## config.mk

```make
export PLATFORM = sky130hd
export DESIGN_NAME = seg7_decode
export DESIGN_NICKNAME = d
export VERILOG_FILES = /design/src/rtl/seg_prbs_pkg.sv /design/src/rtl/seg7_decode.sv
export SDC_FILE = /design/constraint.sdc
export NUM_CORES = 1
export LEC_CHECK = 0
export ABC_AREA = 1
export CAP_MARGIN = 10
export CORE_AREA = 2 2 39 41
export DETAILED_ROUTE_END_ITERATION = 12
export DIE_AREA = 0 0 41 43
export GPL_TIMING_DRIVEN = 1
export PLACE_DENSITY = 0.49
export SYNTH_ARGS = -nofsm -noshare
export SYNTH_HDL_FRONTEND = slang
export SYNTH_SLANG_ARGS = --single-unit
export TNS_END_PERCENT = 5
```

## constraint.sdc

```tcl
create_clock -name vclk -period 2.3
set_input_delay 0.46 -clock vclk [all_inputs]
set_output_delay 0.46 -clock vclk [all_outputs]
set_load 0.05 [all_outputs]
```

## src/rtl/seg_prbs_pkg.sv

```systemverilog
// Shared definitions for the 7-segment PRBS loopback checker.
// Provides checker state encodings, the hex glyph table, the LFSR lockup
// value and the 4-bit XNOR LFSR step function.
package seg_prbs_pkg;

  localparam int unsigned NIB_W = 4;
  localparam int unsigned SEG_W = 7;
  localparam int unsigned ST_W  = 2;

  typedef logic [ST_W-1:0] state_t;

  localparam state_t ST_HUNT   = 2'd0;
  localparam state_t ST_VERIFY = 2'd1;
  localparam state_t ST_LOCKED = 2'd2;

  // XNOR LFSR sticks at all-ones, so it can never seed the sequence.
  localparam logic [NIB_W-1:0] LFSR_LOCKUP = 4'hF;

  // Active-high glyphs, bit0=a .. bit6=g; entry i is the glyph for hex digit i.
  localparam logic [15:0][SEG_W-1:0] GLYPH_TBL = {
    7'h71, 7'h79, 7'h5E, 7'h39, 7'h7C, 7'h77, 7'h6F, 7'h7F,
    7'h07, 7'h7D, 7'h6D, 7'h66, 7'h4F, 7'h5B, 7'h06, 7'h3F
  };

  // One step of the 15-state XNOR LFSR.
  function automatic logic [NIB_W-1:0] lfsr_next(input logic [NIB_W-1:0] n);
    return {n[2:0], ~(n[3] ^ n[2])};
  endfunction

endpackage

```

## src/rtl/seg7_decode.sv

```systemverilog
// Combinational 7-segment glyph to hex nibble decoder.
// Ports:
//   glyph_i      active-high glyph, bit0=a .. bit6=g
//   nibble_o_c   decoded hex digit (0 when illegal)
//   illegal_o_c  glyph is not one of the 16 hex glyphs
module seg7_decode
  import seg_prbs_pkg::*;
(
  input  logic [SEG_W-1:0] glyph_i,
  output logic [NIB_W-1:0] nibble_o_c,
  output logic             illegal_o_c
);

  // Reverse table lookup; glyphs are unique so at most one entry hits.
  always_comb begin
    nibble_o_c  = '0;
    illegal_o_c = 1'b1;
    for (int unsigned i = 0; i < 16; i++) begin
      if (glyph_i == GLYPH_TBL[i]) begin
        nibble_o_c  = NIB_W'(i);
        illegal_o_c = 1'b0;
      end
    end
  end

endmodule

```

==> impl_metrics.env, run 1 <==
export IMPL_outcome="finished clean"
export IMPL_seq_cell_count=0
export IMPL_ir_drop_v=0.00008096
export IMPL_yosysWarnings=0
export IMPL_end_kind="primary output"
export IMPL_hold_violations=0
export IMPL_dp_hpwl_um=757.4
export IMPL_crit_path_end="nibble_o_c[0]"
export IMPL_diodes=0
export IMPL_first_pass_iters=4
export IMPL_grt_start_max_net_pins=6
export IMPL_critical_path_class="input pin to primary output"
export IMPL_die_area_um2=1763
export IMPL_synth_xor_area_share_pct=0
export IMPL_synth_simple_area_share_pct=87.31
export IMPL_synth_area_um2=335.3
export IMPL_coreArea_um2=1384
export IMPL_grt_setup_unrepaired="no"
export IMPL_design_area_um2=544.3
export IMPL_synth_top_cell_by_area="nand2_1"
export IMPL_synth_nets=73
export IMPL_crit_start="glyph_i[2]"
export IMPL_grt_pass1_vias=393
export IMPL_drive_gt1_share_pct=37.04
export IMPL_yosysSeqAreaShare_pct=0
export IMPL_critPathSlowestCell="dlygate4sd2_1"
export IMPL_port_buffers=12
export IMPL_worstPathRequired_ps=1840
export IMPL_fin_ws_ps=177.4
export IMPL_tightestPinTransition_ps=264.1
export IMPL_synth_top_area_share_pct=21.27
export IMPL_start_util_pct=24.23
export IMPL_wirelength_um=846
export IMPL_synth_compound_area_share_pct=3.731
export IMPL_vias_per_cell=4.392
export IMPL_synth_area_top_cells="nand2_1, nand2_2, nor2_1, nor2_4, nand3_2"
export IMPL_drc=0
export IMPL_ant_nets=0
export IMPL_synthMuxAreaShare_pct=0
export IMPL_gp_congestion=0.7858
export IMPL_grtUsageTotal_pct=10.99
export IMPL_fin_hold_ws_ps=1621
export IMPL_p_leak_nw=0.2975
export IMPL_place_inst=96
export IMPL_syn_to_final_growth_pct=62.31
export IMPL_synth_area_per_cell_um2=5.081
export IMPL_fin_crit_sh_pct=92.29
export IMPL_post_place_ws_ps=-58.50
export IMPL_total_power_mw=0.08413
export IMPL_io_pins=12
export IMPL_drt_iter0_drc=12
export IMPL_period_needed_ps=2123
export IMPL_slew_viol_final=0
export IMPL_startpoint_type="input pin"
export IMPL_fin_cells=97
export IMPL_p_per_area_nw_per_um2=154.6
export IMPL_row_count=14
export IMPL_die_h_um=43
export IMPL_grt_pass1_wl_um=1455
export IMPL_overflow=0
export IMPL_placed_area_um2=540.5
export IMPL_worstPathMaxFanout=4
export IMPL_vias=426
export IMPL_synthMostInstantiatedCell="nand2_1"
export IMPL_cp_arrival_ps=1660
export IMPL_synth_cell_types=14
export IMPL_worstHoldStart="glyph_i[3]"
export IMPL_final_clkbuf_count=0
export IMPL_nNetsFinal=90
export IMPL_ff_latch_area_um2=0
export IMPL_holdBufCountCts=0
export IMPL_slowest_delay_ps=280
export IMPL_avgRoutedWirePerCell_um=8.722
export IMPL_synth_cells=66
export IMPL_drv_cap=0
export IMPL_fill_cells=160
export IMPL_relSlewSlack_pct=82.26
export IMPL_synth_commonest_cells="nand2_1, nor2_1, nand2_2, inv_1, inv_2"
export IMPL_synthAdderAreaFrac_pct=0
export IMPL_die_w_um=41
export IMPL_synth_top_family_by_area="simple AND/OR/NAND/NOR gates"
export IMPL_path_cells="dlygate4sd2_1, nand2_2, nor2_4, nand2_1, nand3_1, o21bai_1, nand4_1, buf_12"
export IMPL_fmaxAchievable_mhz=471.1
export IMPL_antenna_found_initial=0
export IMPL_holdCritPathClass="input pin to primary output"
export IMPL_setup_viol=0
==> power breakdown <==
| group | leakage (nW) | switching [mW] | total [mW] | internal [mW] |
|---|---|---|---|---|
| clock | 0 | 0 | 0 | 0 |
| combinational | 0.298 | 0.0490 | 0.0841 | 0.0351 |
| sequential | 0 | 0 | 0 | 0 |
| total | 0.298 | 0.0490 | 0.0841 | 0.0351 |
==> worst max-delay path: cells and delay by family <==
| kind | cells | cell delay (ps) |
|---|---|---|
| simple gates | 5 | 570 |
| buf+inv | 2 | 470 |
| compound gates | 1 | 170 |
==> layout make-up <==
type | count | area (um2) | area share (%)
Timing Repair Buffer | 15 | 183.9 | 33.79
Inverter | 8 | 30.03 | 5.517
Tap cell | 16 | 20.02 | 3.678
Multi-Input combinational cell | 58 | 310.3 | 57.01
==> metrics by stage <==
step | TNS, ps | utilization (%)
3_5_place_dp | -123.3 | 39.06
6_report | 0 | 39.33
3_3_place_gp | -107.7 | 39.06
4_1_cts | 0 | 39.33
2_1_floorplan | 0 | -
5_1_grt | 0 | 39.33
==> routing by layer <==
| metal | vias up | global-route usage [%] | share of wire (%) |
|---|---|---|---|
| met2 | 7 | 20.00 | 52 |
| met1 | 183 | 14.56 | 44 |
| met3 | 0 | 0 | 4.7 |
| met5 | - | 0 | 0 |
| li1 | 236 | - | - |
| met4 | 0 | 0 | 0 |
==> worst min path at each step <==
stage / cells past startpoint / end
final: 5 / nibble_o_c[1]
after CTS: 5 / nibble_o_c[1]
after global placement: 5 / nibble_o_c[1]
after detailed placement: 5 / nibble_o_c[1]
after floorplan: 6 / illegal_o_c
after global routing: 5 / nibble_o_c[1]
==> kinds of logic after synthesis <==
kind of cell	count (synthesis)
buffers and inverters	8
AOI/OAI and AO/OA	2
and+or+nand+nor	56
==> cells in the final DEF, fill, tap and decap left out <==
cell type       n
a21oi_1         1
buf_12          5
buf_4           3
dlygate4sd2_1   7
inv_1           4
inv_2           4
nand2_1        19
nand2_2         9
nand3_1         3
nand3_2         3
nand3b_1        1
nand4_1         1
nor2_1         12
nor2_2          2
nor2_4          3
nor3_1          2
nor3_2          1
o21bai_1        1
==> repair_timing <==
| item | in CTS | in global routing |
|---|---|---|
| endpoints found under the setup margin | 4 | 0 |
| gates resized for setup | 8 | 0 |
| setup buffers | 1 | 0 |
Power figures use the tool's default switching activity.
==> inputs of run 2 (changes only) <==
--- a/config.mk
+++ b/config.mk
@@ -13,3 +13,3 @@
 export GPL_TIMING_DRIVEN = 1
-export PLACE_DENSITY = 0.49
+export PLACE_DENSITY = 0.56
 export SYNTH_ARGS = -nofsm -noshare
==> constraint.sdc (replaced) <==
create_clock -name vclk -period 2.3
set_input_delay 0.345 -clock vclk [all_inputs]
set_output_delay 0.345 -clock vclk [all_outputs]
set_load 0.05 [all_outputs]
==> run 2 against run 1 <==
Cell count shrank 3.1%. Flip-flop and latch count stayed put. Highest routed layer unchanged. Design area fell by 3.4%. Non-clock buffer count is 3 lower. Via count decreased by 0.94%. Die area did not move. Critical path type unchanged. Total power up 1.1%. Global-route usage shrank 0.90 points. Combinational power grew 1%. Critical endpoint unchanged. First-iteration DRC count shrank 50%.
==> impl_metrics.env, run 2 (synthesis results as in run 1) <==
export IMPL_avgRoutedWirePerCell_um=8.085
export IMPL_cp_arrival_ps=1800
export IMPL_grtUsageTotal_pct=10.09
export IMPL_row_count=14
export IMPL_dp_hpwl_um=696.5
export IMPL_setup_viol=0
export IMPL_die_w_um=41
export IMPL_port_buffers=12
export IMPL_overflow=0
export IMPL_tightestPinTransition_ps=290.0
export IMPL_gp_congestion=0.7968
export IMPL_drt_iter0_drc=6
export IMPL_fin_util_pct=37.97
export IMPL_postCtsSetupBuffers=0
export IMPL_startpoint_type="input pin"
export IMPL_crit_cells=8
export IMPL_diodes=0
export IMPL_io_pins=12
export IMPL_fin_crit_sh_pct=93.22
export IMPL_end_kind="primary output"
export IMPL_worstHoldStart="glyph_i[0]"
export IMPL_path_cells="clkdlybuf4s50_1, nand2_2, nor2_4, nand2_2, nor2_2, o21bai_1, nand4_1, buf_12"
export IMPL_drv_cap=0
export IMPL_cp_num_buf_inv=2
export IMPL_vias=422
export IMPL_final_common_cell="nand2_1"
export IMPL_worstPathMaxFanout=4
export IMPL_vias_per_cell=4.489
export IMPL_ir_drop_v=0.00008583
export IMPL_nNetsFinal=87
export IMPL_grt_setup_unrepaired="no"
export IMPL_p_per_area_nw_per_um2=161.9
export IMPL_fin_cells=94
export IMPL_path_delay_family="buffers and inverters"
export IMPL_start_util_pct=24.23
export IMPL_cts_resized=0
export IMPL_worstPathRequired_ps=1960
export IMPL_setup_tns_final_ps=0
export IMPL_crit_start="glyph_i[2]"
export IMPL_critPathSlowestCell="clkdlybuf4s50_1"
export IMPL_crit_path_end="nibble_o_c[0]"
export IMPL_first_pass_iters=4
export IMPL_die_h_um=43
export IMPL_fmaxAchievable_mhz=466.4
export IMPL_worst_path_most_repeated_cell="nand2_2"
export IMPL_holdBufCountCts=0
export IMPL_period_needed_ps=2144
export IMPL_ff_latch_area_um2=0
export IMPL_multiInputGateArea_um2=305.3
export IMPL_wirelength_um=760
export IMPL_place_inst=94
export IMPL_final_cell_mix="nand2_1, nor2_1, nand2_2"
export IMPL_drc=0
export IMPL_syn_to_final_growth_pct=56.72
export IMPL_total_power_mw=0.08509
export IMPL_antenna_found_initial=0
export IMPL_hold_violations=0
export IMPL_critical_path_class="input pin to primary output"
export IMPL_grt_pass1_vias=340
export IMPL_relSlewSlack_pct=80.52
export IMPL_drive_gt1_share_pct=33.33
export IMPL_holdCritPathClass="input pin to primary output"
export IMPL_final_clkbuf_count=0
export IMPL_grt_start_max_net_pins=6
export IMPL_grt_pass1_wl_um=1345
export IMPL_slowest_delay_ps=540
export IMPL_die_area_um2=1763
export IMPL_outcome="finished clean"
export IMPL_ant_nets=0
export IMPL_p_leak_nw=0.2733
export IMPL_coreArea_um2=1384
export IMPL_slew_viol_final=0
export IMPL_fill_cells=144
export IMPL_seq_cell_count=0
-- run 2: cell count changes in the layout (fill, tap and decap cells not counted) --
| cell | delta |
|---|---|
| buf_4 | -3 |
| clkdlybuf4s50_1 | +7 |
| dlygate4sd2_1 | -7 |
| nor3_1 | +1 |
| nor3_2 | -1 |
-- run 2: power breakdown --
part / switching, mW / internal (mW)
clock network: 0 / 0
registers: 0 / 0
logic: 0.0480 / 0.0371
total: 0.0480 / 0.0371
-- run 2: layout make-up --
type	count	area share (%)
multi-input cells	58	58.10
well taps	16	3.810
repair buffers	12	32.38
inverters	8	5.714
-- run 2: how the worst min path moves through the flow --
stage / to / slack [ps] / cells after the start
3_5_place_dp: nibble_o_c[0] / 1650 / 5
2_1_floorplan: illegal_o_c / 1120 / 6
3_3_place_gp: nibble_o_c[0] / 1640 / 5
4_1_cts: nibble_o_c[0] / 1650 / 5
5_1_grt: nibble_o_c[0] / 1680 / 5
6_report: nibble_o_c[0] / 1630 / 5
-- run 2: layer usage --
layer	GRT usage [%]	vias up	share of wire (%)
li1	-	235	-
met1	17.72	180	54
met2	14.06	7	43
met3	0	0	2.9
met4	0	0	0
met5	0	-	0
-- run 2: metrics by stage --
stage          area [um2]  setup slack (ps)  hold slack, ps
2_1_floorplan       335.3             482.4            1119
3_3_place_gp        525.5             172.5            1637
3_5_place_dp        525.5             161.6            1646
4_1_cts             525.5             161.6            1646
5_1_grt             525.5             12.92            1682
6_report            525.5             155.9            1635
